$ cat config.mk
export PLATFORM = sky130hd
export DESIGN_NAME = colour_source_scheduler
export DESIGN_NICKNAME = d
export VERILOG_FILES = /design/src/rtl/colour_timing_pkg.sv /design/src/rtl/video_timing_counter.sv /design/src/rtl/colour_source_scheduler.sv
export SDC_FILE = /design/constraint.sdc
export NUM_CORES = 1
export LEC_CHECK = 0
export BUFFER_PORTS_ARGS = -buffer_cell sky130_fd_sc_hd__buf_2
export CAP_MARGIN = 20
export CELL_PAD_IN_SITES_DETAIL_PLACEMENT = 1
export CELL_PAD_IN_SITES_GLOBAL_PLACEMENT = 2
export CORE_ASPECT_RATIO = 2
export CORE_MARGIN = 10
export CORE_UTILIZATION = 36
export DETAILED_ROUTE_END_ITERATION = 10
export PLACE_DENSITY = 0.8
export SLEW_MARGIN = 20
export SYNTH_ARGS = -nofsm -noshare
export SYNTH_HDL_FRONTEND = slang
export SYNTH_HIERARCHICAL = 1
export SYNTH_SLANG_ARGS = --single-unit
$ cat constraint.sdc
create_clock -name Clk -period 5.7 [get_ports Clk]
set_input_delay 0.855 -clock Clk [delete_from_list [all_inputs] [get_ports Clk]]
set_output_delay 0.855 -clock Clk [all_outputs]
set_load 0.02 [all_outputs]
$ cat src/rtl/colour_timing_pkg.sv
// Shared timing defaults, colour constants and pipeline types for the raster sequencer.
package colour_timing_pkg;

    // Pixel/line counter width; covers both H_TOTAL and V_TOTAL.
    localparam int CNT_W = 9;

    // Horizontal timing defaults (in pixels).
    localparam int H_TOTAL_DEF     = 320;
    localparam int H_ACT_START_DEF = 32;
    localparam int H_ACTIVE_DEF    = 256;
    localparam int H_VIS_END_DEF   = 304;
    localparam int HS_START_DEF    = 308;
    localparam int HS_WIDTH_DEF    = 8;

    // Vertical timing defaults (in lines).
    localparam int V_TOTAL_DEF     = 262;
    localparam int V_ACT_START_DEF = 25;
    localparam int V_ACTIVE_DEF    = 192;
    localparam int V_VIS_END_DEF   = 242;
    localparam int VS_START_DEF    = 246;
    localparam int VS_WIDTH_DEF    = 3;

    // Colour indices.
    localparam logic [3:0] BLANK_COLOUR   = 4'h0;
    localparam logic [3:0] BORDER_DEFAULT = 4'h1;

    typedef logic [CNT_W-1:0] cnt_t;

    // Per-pixel select/sync bundle carried through the pipeline.
    // In stage 1 the sel1 field is the fetch strobe.
    typedef struct packed {
        logic sel1;
        logic sel2;
        logic hsync;
        logic vsync;
    } stage_t;

    localparam int STAGE_W = $bits(stage_t);

    // True when val lies in the half-open window [start, start+len).
    function automatic logic in_range(input cnt_t val, input int start, input int len);
        return (int'(val) >= start) && (int'(val) < start + len);
    endfunction

endpackage

$ cat src/rtl/video_timing_counter.sv
// Horizontal/vertical raster counters advancing on the pixel enable.
module video_timing_counter
    import colour_timing_pkg::*;
#(
    parameter int H_TOTAL = H_TOTAL_DEF,
    parameter int V_TOTAL = V_TOTAL_DEF
)(
    input  logic clk,
    input  logic srst,
    input  logic pix_en,
    output cnt_t h_count,
    output cnt_t v_count,
    output logic h_wrap,
    output logic v_wrap
);

    localparam cnt_t H_LAST = cnt_t'(H_TOTAL - 1);
    localparam cnt_t V_LAST = cnt_t'(V_TOTAL - 1);

    cnt_t h_count_reg;
    cnt_t h_count_next;
    cnt_t v_count_reg;
    cnt_t v_count_next;

    // Next-count logic: line wraps into the next line, last line wraps the frame.
    always_comb begin
        h_count_next = h_count_reg;
        v_count_next = v_count_reg;
        if (pix_en) begin
            if (h_count_reg == H_LAST) begin
                h_count_next = '0;
                if (v_count_reg == V_LAST) begin
                    v_count_next = '0;
                end else begin
                    v_count_next = v_count_reg + cnt_t'(1);
                end
            end else begin
                h_count_next = h_count_reg + cnt_t'(1);
            end
        end
    end

    // Counter state register.
    always_ff @(posedge clk) begin
        if (srst) begin
            h_count_reg <= '0;
            v_count_reg <= '0;
        end else begin
            h_count_reg <= h_count_next;
            v_count_reg <= v_count_next;
        end
    end

    assign h_count = h_count_reg;
    assign v_count = v_count_reg;
    assign h_wrap  = (h_count_reg == H_LAST);
    assign v_wrap  = (v_count_reg == V_LAST);

endmodule

$ cat src/rtl/colour_source_scheduler.sv
// Raster sequencer: region decode, two-stage select pipeline, sync pulses,
// fetch strobe and the frame-synchronous border colour register.
module colour_source_scheduler
    import colour_timing_pkg::*;
#(
    parameter int H_TOTAL     = H_TOTAL_DEF,
    parameter int H_ACT_START = H_ACT_START_DEF,
    parameter int H_ACTIVE    = H_ACTIVE_DEF,
    parameter int H_VIS_END   = H_VIS_END_DEF,
    parameter int HS_START    = HS_START_DEF,
    parameter int HS_WIDTH    = HS_WIDTH_DEF,
    parameter int V_TOTAL     = V_TOTAL_DEF,
    parameter int V_ACT_START = V_ACT_START_DEF,
    parameter int V_ACTIVE    = V_ACTIVE_DEF,
    parameter int V_VIS_END   = V_VIS_END_DEF,
    parameter int VS_START    = VS_START_DEF,
    parameter int VS_WIDTH    = VS_WIDTH_DEF
)(
    input  logic       Clk,
    input  logic       Reset,
    input  logic       PixEn,
    input  logic       CfgWr,
    input  logic [3:0] CfgData,
    output logic       CfgPending,
    output logic [3:0] BorderColour,
    output logic [3:0] Colour3,
    output logic       Sel1,
    output logic       Sel2,
    output logic       HSync,
    output logic       VSync,
    output logic       FetchEn,
    output logic [7:0] PixelX,
    output logic [7:0] PixelY,
    output logic       FrameStart
);

    cnt_t h_count;
    cnt_t v_count;
    logic h_wrap;
    logic v_wrap;

    video_timing_counter #(
        .H_TOTAL (H_TOTAL),
        .V_TOTAL (V_TOTAL)
    ) u_counter (
        .clk     (Clk),
        .srst    (Reset),
        .pix_en  (PixEn),
        .h_count (h_count),
        .v_count (v_count),
        .h_wrap  (h_wrap),
        .v_wrap  (v_wrap)
    );

    // ---------------- region decode ----------------
    stage_t     decode_next;
    logic [7:0] pixel_x_next;
    logic [7:0] pixel_y_next;
    logic       act;
    logic       vis;

    // Classify the current counter position; offsets wrap mod 256 so only the
    // low counter bits are needed for the active coordinates.
    always_comb begin
        act = in_range(h_count, H_ACT_START, H_ACTIVE) &&
              in_range(v_count, V_ACT_START, V_ACTIVE);
        vis = (int'(h_count) < H_VIS_END) && (int'(v_count) < V_VIS_END);
        decode_next       = '0;
        decode_next.sel1  = act;
        decode_next.sel2  = vis && !act;
        decode_next.hsync = in_range(h_count, HS_START, HS_WIDTH);
        decode_next.vsync = in_range(v_count, VS_START, VS_WIDTH);
        pixel_x_next = h_count[7:0] - 8'(H_ACT_START);
        pixel_y_next = v_count[7:0] - 8'(V_ACT_START);
    end

    // ---------------- stage 1: fetch strobe and coordinates ----------------
    stage_t     stage1_reg;
    logic [7:0] pixel_x_reg;
    logic [7:0] pixel_y_reg;

    // Stage 1 captures the decode one pixel ahead of the mux selects.
    always_ff @(posedge Clk) begin
        if (Reset) begin
            stage1_reg  <= '0;
            pixel_x_reg <= '0;
            pixel_y_reg <= '0;
        end else if (PixEn) begin
            stage1_reg  <= decode_next;
            pixel_x_reg <= pixel_x_next;
            pixel_y_reg <= pixel_y_next;
        end
    end

    // ---------------- stage 2: mux selects and syncs ----------------
    logic [STAGE_W-1:0] stage1_bits;
    logic [STAGE_W-1:0] stage2_bits;
    stage_t             stage2;

    assign stage1_bits = stage1_reg;

    for (genvar gi = 0; gi < STAGE_W; gi++) begin : g_stage2
        logic bit_reg;

        // One stage-2 flop per bundle field, advancing with the pixel enable.
        always_ff @(posedge Clk) begin
            if (Reset) begin
                bit_reg <= 1'b0;
            end else if (PixEn) begin
                bit_reg <= stage1_bits[gi];
            end
        end

        assign stage2_bits[gi] = bit_reg;
    end

    assign stage2 = stage_t'(stage2_bits);

    // ---------------- frame wrap and border colour ----------------
    logic       frame_start;
    logic [3:0] shadow_reg;
    logic       pending_reg;
    logic [3:0] border_reg;

    // Last pixel of the last line being consumed; masked during reset so the
    // pulse never appears while the counters are being cleared.
    assign frame_start = PixEn && h_wrap && v_wrap && !Reset;

    // Writes land in the shadow immediately; the border only changes at the
    // frame wrap, and a write in the wrap cycle itself waits for the next frame.
    always_ff @(posedge Clk) begin
        if (Reset) begin
            shadow_reg  <= BORDER_DEFAULT;
            pending_reg <= 1'b0;
            border_reg  <= BORDER_DEFAULT;
        end else begin
            if (frame_start && pending_reg) begin
                border_reg <= shadow_reg;
            end
            if (CfgWr) begin
                shadow_reg  <= CfgData;
                pending_reg <= 1'b1;
            end else if (frame_start) begin
                pending_reg <= 1'b0;
            end
        end
    end

    // ---------------- outputs ----------------
    assign FetchEn      = stage1_reg.sel1;
    assign PixelX       = pixel_x_reg;
    assign PixelY       = pixel_y_reg;
    assign Sel1         = stage2.sel1;
    assign Sel2         = stage2.sel2;
    assign HSync        = stage2.hsync;
    assign VSync        = stage2.vsync;
    assign FrameStart   = frame_start;
    assign CfgPending   = pending_reg;
    assign BorderColour = border_reg;
    assign Colour3      = BLANK_COLOUR;

endmodule
## Word-level counts from Yosys, hierarchy flattened

Index checks and enable logic that the tools add are counted.

| word-level totals | value |
|---|---|
| output and inout bits | 31 |
| input bits | 8 |
| logic and storage cells | 50 |
| flip-flop bits (word level) | 51 |

| cells by class | value |
|---|---|
| multiplexer cells | 4 |
| equal/unequal tests | 2 |
| reduce and logical (&&, ||, !) cells | 15 |
| add/subtract/negate cells | 4 |
| order comparisons | 10 |

Operator list:

| operator | count |
|---|---|
| $lt 9x8->1 const B | 3 |
| $lt 9x9->1 const B | 3 |
| $add 9x1->9 const B | 2 |
| $eq 9x9->1 const B | 2 |
| $mux 9 | 2 |
| $logic_and 1x1->1 | 11 |
| $ge 9x5->1 const B | 1 |
| $ge 9x6->1 const B | 1 |
| $ge 9x8->1 const B | 1 |
| $ge 9x9->1 const B | 1 |
| $sub 8x5->8 const B | 1 |
| $sub 8x6->8 const B | 1 |
| $logic_not 1->1 | 2 |
| $mux 1 | 2 |
| $reduce_and 2->1 | 1 |
| $reduce_bool 2->1 | 1 |

## Logic depth before layout (Yosys ltp)

Gate-level depths: netlist (run 1).

| depth | value |
|---|---|
| depth after elaboration | 6 |
| gate-level depth with buffers | 9 |
| depth with buffers taken out | 9 |

## Modules after synthesis

The synthesis (run 1) kept the hierarchy.

By module, submodules not included:

| module | cells an instance | instances | area an instance (µm²) | seq. area each (µm²) |
|---|---|---|---|---|
| colour_source_scheduler | 164 | 1 | 1510.2 | 660.6 |
| video_timing_counter | 118 | 1 | 980.9 | 360.3 |

## Worst setup path after synthesis (run 1)

OpenSTA, ideal clock, no wires.

| timing | value |
|---|---|
| kind | register -> output |
| start | register u_counter.v_count_reg[0], in the netlist u_counter/v_count[0] |
| end | output FrameStart |
| arrival time | 1.651 ns |
| slack | 3.194 ns |
| cell stages (with the launch flop) | 6 |
| data required time | 4.845 ns |
| buffers on the path | 0 |
| cell sequence | dfxtp_1 > ha_1 > nor4b_1 > nand4_2 > inv_1 > and4_1 |

| between the ends | value |
|---|---|
| word-level cells in the longest chain between the ends | 3 |

Ends and longest elaborated chain:

| element | RTL line | RTL |
|---|---|---|
| start, declared | video_timing_counter.sv:22 | `cnt_t v_count_reg;` |
| start signal, assigned | video_timing_counter.sv:50 | `v_count_reg <= v_count_next;` |
| $eq 9x9->1 | video_timing_counter.sv:57 | `assign v_wrap = (v_count_reg == V_LAST);` |
| via v_wrap | colour_source_scheduler.sv:40 | `logic v_wrap;` |
| $logic_and 1x1->1 (2 in a row) | colour_source_scheduler.sv:127 | `assign frame_start = PixEn && h_wrap && v_wrap && !Reset;` |
| end, declared | colour_source_scheduler.sv:34 | `output logic FrameStart` |

The timed path passes the listed nets, and every way through them passes these cells.

## Worst setup path after layout (run 1)

Ends and elaborated chain as after synthesis.

==> flow_summary.toml, run 1 <==
[final_layout]
fin_nets = 327
final_layout_size_suffix_gt1_frac = 0.1725
fin_area_um2 = 2859
diodes = 0
postLayoutCoreUtil = 0.4284
area_growth_pct = 14.77

[sta]
finalSetupViolCount = 0
clock_skew_ps = 2.240
hold_violations = 0
holdWs_ps = 469.4
fmax_mhz = 316.5
worst_pin_slew_ps = 531.3
layout_min_cycle_time_ps = 3160
rsz0062_at_grt = "no"
fin_crit_sh = 0.5544
slew_viol_final = 0
relSlewSlack = 0.6458
worst_slack_ps = 2540
setup_tns_ps = 0

[logic_synthesis]
yosys.area.top_type = "dfxtp_1"
avgSynthCellArea_um2 = 8.834
synth_area_um2 = 2491
synth_warnings = 6
ys_seq_area_frac = 0.4098
synthCells = 282
synth_top_flop_cell = "dfxtp_1"
synth_common_cells = "51 x dfxtp_1, 35 x nor2_1, 20 x mux2i_1, 20 x nand2_1, 18 x inv_1"
synthArstFlopShare = 0
synth-seq-cells = 51
synthMostInstantiatedCell = "dfxtp_1"
synth_top_area_frac = 0.4098
yosys-top-cells-area = "dfxtp_1 41%, mux2i_1 8.0%, nor2_1 5.3%, ha_1 3.5%, nand2_1 3.0%"
synth-edff-count = 0
synthDistinctLibCells = 50

[grt]
gr-total-overflow = 0
grt_first_pass_wirelength_mm = 10.61
antenna_found_initial = 0
grt_max_degree = 54
grt_use_total = 0.1199
first_global_vias = 2158

[critical_path]
end_kind = "output pin"
worst-path-max-fanout = 11
path_cells = "ha_1 -> nor4b_1 -> nand4_2 -> inv_1 -> and4_1 -> buf_2"
crit_type = "flop to output pin"
worstPathRequired_ps = 4850
r2r-start = "u_counter/v_count[0]$_SDFFE_PP0P_"
cp.arrival_ps = 2300
cp-start-kind = "flop"
critPathMaxStageDelay_ps = 580
slowest_stage = "dfxtp_1"
cp-startpoint = "u_counter/v_count[0]$_SDFFE_PP0P_"

[route]
drt-initial-drc-count = 62
wl_per_cell_um = 15.73
drc = 0
vias_per_cell = 5.145
num_vias = 2063
ant_nets = 0
firstDrtPassIters = 4
wirelength_mm = 6.308

[pwr]
p_leak_uw = 0.001180
pwr_density_cell_nw_per_um2 = 250.4
ir_worst_vdd_mv = 0.1224

[floorplanning]
rows = 42
io_pins = 39
die_y_um = 137.6
design.die.area_um2 = 10850
core_um2 = 6674
die_w_um = 78.82
initial_core_util = 0.3733

[place]
preCtsSetupSlack_ps = 2780
placed_area_um2 = 2718
io_buffers = 34
gp_congestion = 0.7225
dp_hpwl_mm = 4.541

[cts]
insertion_delay_ps = 290
cts_tree = "done"
hold_buffers = 0
clock_sinks = 51
cts_buffers = 5
clock_path_buffers = 2
post_cts_buffers = 0
htreeDepth = 2
clk_pin_slew_ps = 70
cts_root_buf = "clkbuf_16"
post_cts_resized = 0

[worst_hold_path]
worstHoldStart = "stage1_bits[1]$_SDFFE_PP0P_"
hp-class = "flop to flop"

[run]
maxCapViolCount = 0

[status]
outcome = "finished, final reports clean"
-- logic make-up after synthesis --
logic type               share of synthesized area
AO/OA/AOI/OAI                               0.1366
XOR/XNOR                                   0.03516
adder cells (fa/ha/maj)                    0.03516
buffers and inverters                      0.05926
flip-flops                                  0.4098
multiplexers                               0.08036
other                                     0.001505
AND/OR/NAND/NOR                             0.2421
-- path summary, 6_finish.rpt --
path	endpoint	slack (ps)	cells after the start
max	FrameStart	2540	6
min	stage1_bits[1]$_SDFFE_PP0P_	470	2
max reg2reg	BorderColour[0]$_SDFFE_PP1P_	3270	8
min reg2reg	stage1_bits[1]$_SDFFE_PP0P_	470	2
-- critical path: cells and delay by family (launching register included) --
family	cells	cell delay, ps
buf+inv	2	340
simple gates	3	880
flops	1	580
fa+ha+maj	1	210
-- layout by cell type, fill, tap and decap left out, drive strengths merged, types with 2 or more instances in the layout --
| cell | netlist | final |
|---|---|---|
| o32ai | 7 | 7 |
| o311ai | 2 | 2 |
| nor2b | 3 | 3 |
| ha | 7 | 7 |
| o31ai | 3 | 3 |
| clkbuf | 6 | 6 |
| mux2i | 20 | 20 |
| buf | 10 | 36 |
| xnor2 | 5 | 5 |
| a311oi | 2 | 2 |
| a21oi | 14 | 14 |
| nand3 | 11 | 11 |
| nor2 | 35 | 35 |
| a31oi | 3 | 3 |
| nand2b | 9 | 9 |
| nand4 | 6 | 6 |
| inv | 18 | 18 |
| or3 | 5 | 5 |
| nand3b | 2 | 2 |
| a211oi | 7 | 7 |
| conb | 1 | 4 |
| and3 | 7 | 7 |
| xor2 | 5 | 5 |
| nor3 | 6 | 6 |
| dfxtp | 51 | 51 |
| o21ai | 3 | 3 |
| nand2 | 21 | 21 |
-- per-stage QoR --
step	power [uW]	std cells
global placement	429.6	393
floorplan	415.9	285
finish	716.0	401
detailed placement	431.3	393
global route	742.8	401
CTS	727.5	401
-- final cells by class --
type	instances	area, um2
clock buffers	6	128.9
clock inverters	2	12.51
fillers	801	3815
inverters	18	67.56
multi-input cells	200	1334
flip-flops and latches	51	1021
well taps	88	110.1
repair buffers	36	185.2
-- layer usage --
metal	GRT usage	wire length, um	vias to the layer above
met3	0.02676	233	6
li1	-	-	1039
met4	0.04810	93	0
met2	0.2192	3320	36
met5	0	0	-
met1	0.1285	2660	982
-- power by group --
part	total, uW	switching [uW]	internal [uW]
Clock	294	132	162
Combinational	50.2	33.3	17.0
Sequential	372	5.90	366
Total	716	171	545
Power figures use the tool's default switching activity.
==> run 2, diff against run 1 <==
- CORE_UTILIZATION: 36 -> 31
- PLACE_DENSITY: 0.8 -> 0.73
- clock period: 5.7 -> 2.6 ns (I/O delays scaled with it)
==> flow_summary.toml, run 2 (same netlist as run 1, synthesis figures left out) <==
[grt]
antenna_found_initial = 0
grt_first_pass_wirelength_mm = 11.23
grt_max_degree = 53
first_global_vias = 2176
gr-total-overflow = 0
grt_use_total = 0.1120

[sta]
fin_crit_sh = 0.8909
relSlewSlack = 0.6355
hold_violations = 0
rsz0062_at_grt = "no"
clock_skew_ps = 6.974
layout_min_cycle_time_ps = 2316
slew_viol_final = 0
worst_pin_slew_ps = 546.8
fmax_mhz = 431.7
finalSetupViolCount = 0
setup_tns_ps = 0

[cts]
insertion_delay_ps = 290
clk_pin_slew_ps = 70
cts_tree = "done"
clock_sinks = 51
htreeDepth = 2
cts_buffers = 5
cts_root_buf = "clkbuf_16"
hold_buffers = 0
clock_path_buffers = 2

[floorplanning]
die_y_um = 146.8
io_pins = 39
die_w_um = 83.39
rows = 46
initial_core_util = 0.3159
design.die.area_um2 = 12240
core_um2 = 7885

[status]
outcome = "finished, final reports clean"

[pwr]
p_int_uw = 1319
pwr_density_cell_nw_per_um2 = 574.1
power.total_uw = 1692
comb_power_share = 0.066
pwr-share-seq = 0.482
swShare = 0.2207
clkPwrFrac = 0.451
p_leak_uw = 0.001232
ir_worst_vdd_mv = 0.2574
p_sw_uw = 373.5

[critical_path]
r2r_cells = 9
cp_top_family = "simple AND/OR/NAND/NOR gates"
cp.arrival_ps = 1930
end_kind = "output pin"
path_depth = 7
slowest_stage = "dfxtp_1"
r2r-start = "u_counter/v_count[1]$_SDFFE_PP0P_"
cp-start-kind = "flop"
path_cells = "inv_1 -> ha_1 -> nor4b_1 -> nand4_2 -> inv_1 -> and4_1 -> buf_2"
reg2reg_to = "BorderColour[2]$_SDFFE_PP0P_"
cp_common_cell = "inv_1"
critPathMaxStageDelay_ps = 430
crit_type = "flop to output pin"
worst-path-max-fanout = 10
worstPathRequired_ps = 2210
cp_num_buf_inv = 3
r2r_slack_ps = 580

[final_layout]
diodes = 0
final_layout_size_suffix_gt1_frac = 0.1944
layout_common_cells = "50 x dfxtp_1, 35 x nor2_1, 34 x buf_2"
fin_nets = 333
final_common_cell = "dfxtp_1"
postLayoutCoreUtil = 0.3739
area_growth_pct = 18.33

[worst_hold_path]
hp-class = "input port to flop"
hold_end = "shadow_reg[0]$_SDFFE_PP1P_"
hold_depth = 3
worstHoldStart = "CfgData[0]"

[route]
wirelength_mm = 6.897
ant_nets = 0
drt-initial-drc-count = 56
drc = 0
vias_per_cell = 5.092
firstDrtPassIters = 4
num_vias = 2113
wl_per_cell_um = 16.62

[run]
maxCapViolCount = 0

[place]
gp_congestion = 0.7434
dp_hpwl_mm = 5.115
io_buffers = 34
==> run 2: worst min-delay path, cell delays in order <==
cell and delay [ps]:
buf_2 80, mux2i_1 60, nand2_1 60
==> run 2: power by group through the flow <==
stage          Combinational, uW  Sequential (uW)  Clock (uW)
3_5_place_dp                 115              834           0
6_report                     112              816         764
2_1_floorplan               63.6              848           0
3_3_place_gp                 113              833           0
4_1_cts                      116              817         791
5_1_grt                      125              819         824
==> run 2: what timing repair did <==
action	4_1_cts	5_1_grt
buffers inserted	0	0
gates resized for setup	0	1
setup endpoints to repair	0	1
hold endpoints to repair	0	0
==> run 2: metal layers <==
layer  up-vias  track usage  wire length [um]
li1       1054            -                 -
met3         6      0.02602               243
met2        35       0.2092              3781
met5         -            0                 0
met1      1018       0.1142              2755
met4         0      0.04709               116
==> run 2: final cells by class <==
cell class / instances / area (um2)
well taps: 96 / 120.1
multi-input cells: 200 / 1334
clock inverters: 2 / 35.03
repair buffers: 42 / 230.2
inverters: 18 / 67.56
fillers: 973 / 4937
flip-flops and latches: 51 / 1022
clock buffers: 6 / 138.9
==> run 2: metrics by stage <==
step	setup WS [ps]	hold WS [ps]	area (um2)	instances
after floorplan	416.5	439.9	2502	285
after CTS	111.7	316.6	2947	415
after detailed placement	434.8	474.5	2773	407
after global routing	113.3	328.5	2948	415
final	283.7	321.4	2948	415
after global placement	531.4	455.3	2773	407
==> run 2: worst max-delay path by stage <==
stage	from	end	slack (ps)
global placement	u_counter/v_count[0]$_SDFFE_PP0P_	FrameStart	530
floorplan	u_counter/v_count[0]$_SDFFE_PP0P_	BorderColour[0]$_SDFFE_PP1P_	420
finish	u_counter/v_count[1]$_SDFFE_PP0P_	FrameStart	280
global route	u_counter/v_count[1]$_SDFFE_PP0P_	FrameStart	110
CTS	u_counter/v_count[0]$_SDFFE_PP0P_	FrameStart	110
detailed placement	u_counter/v_count[0]$_SDFFE_PP0P_	BorderColour[1]$_SDFFE_PP0P_	430
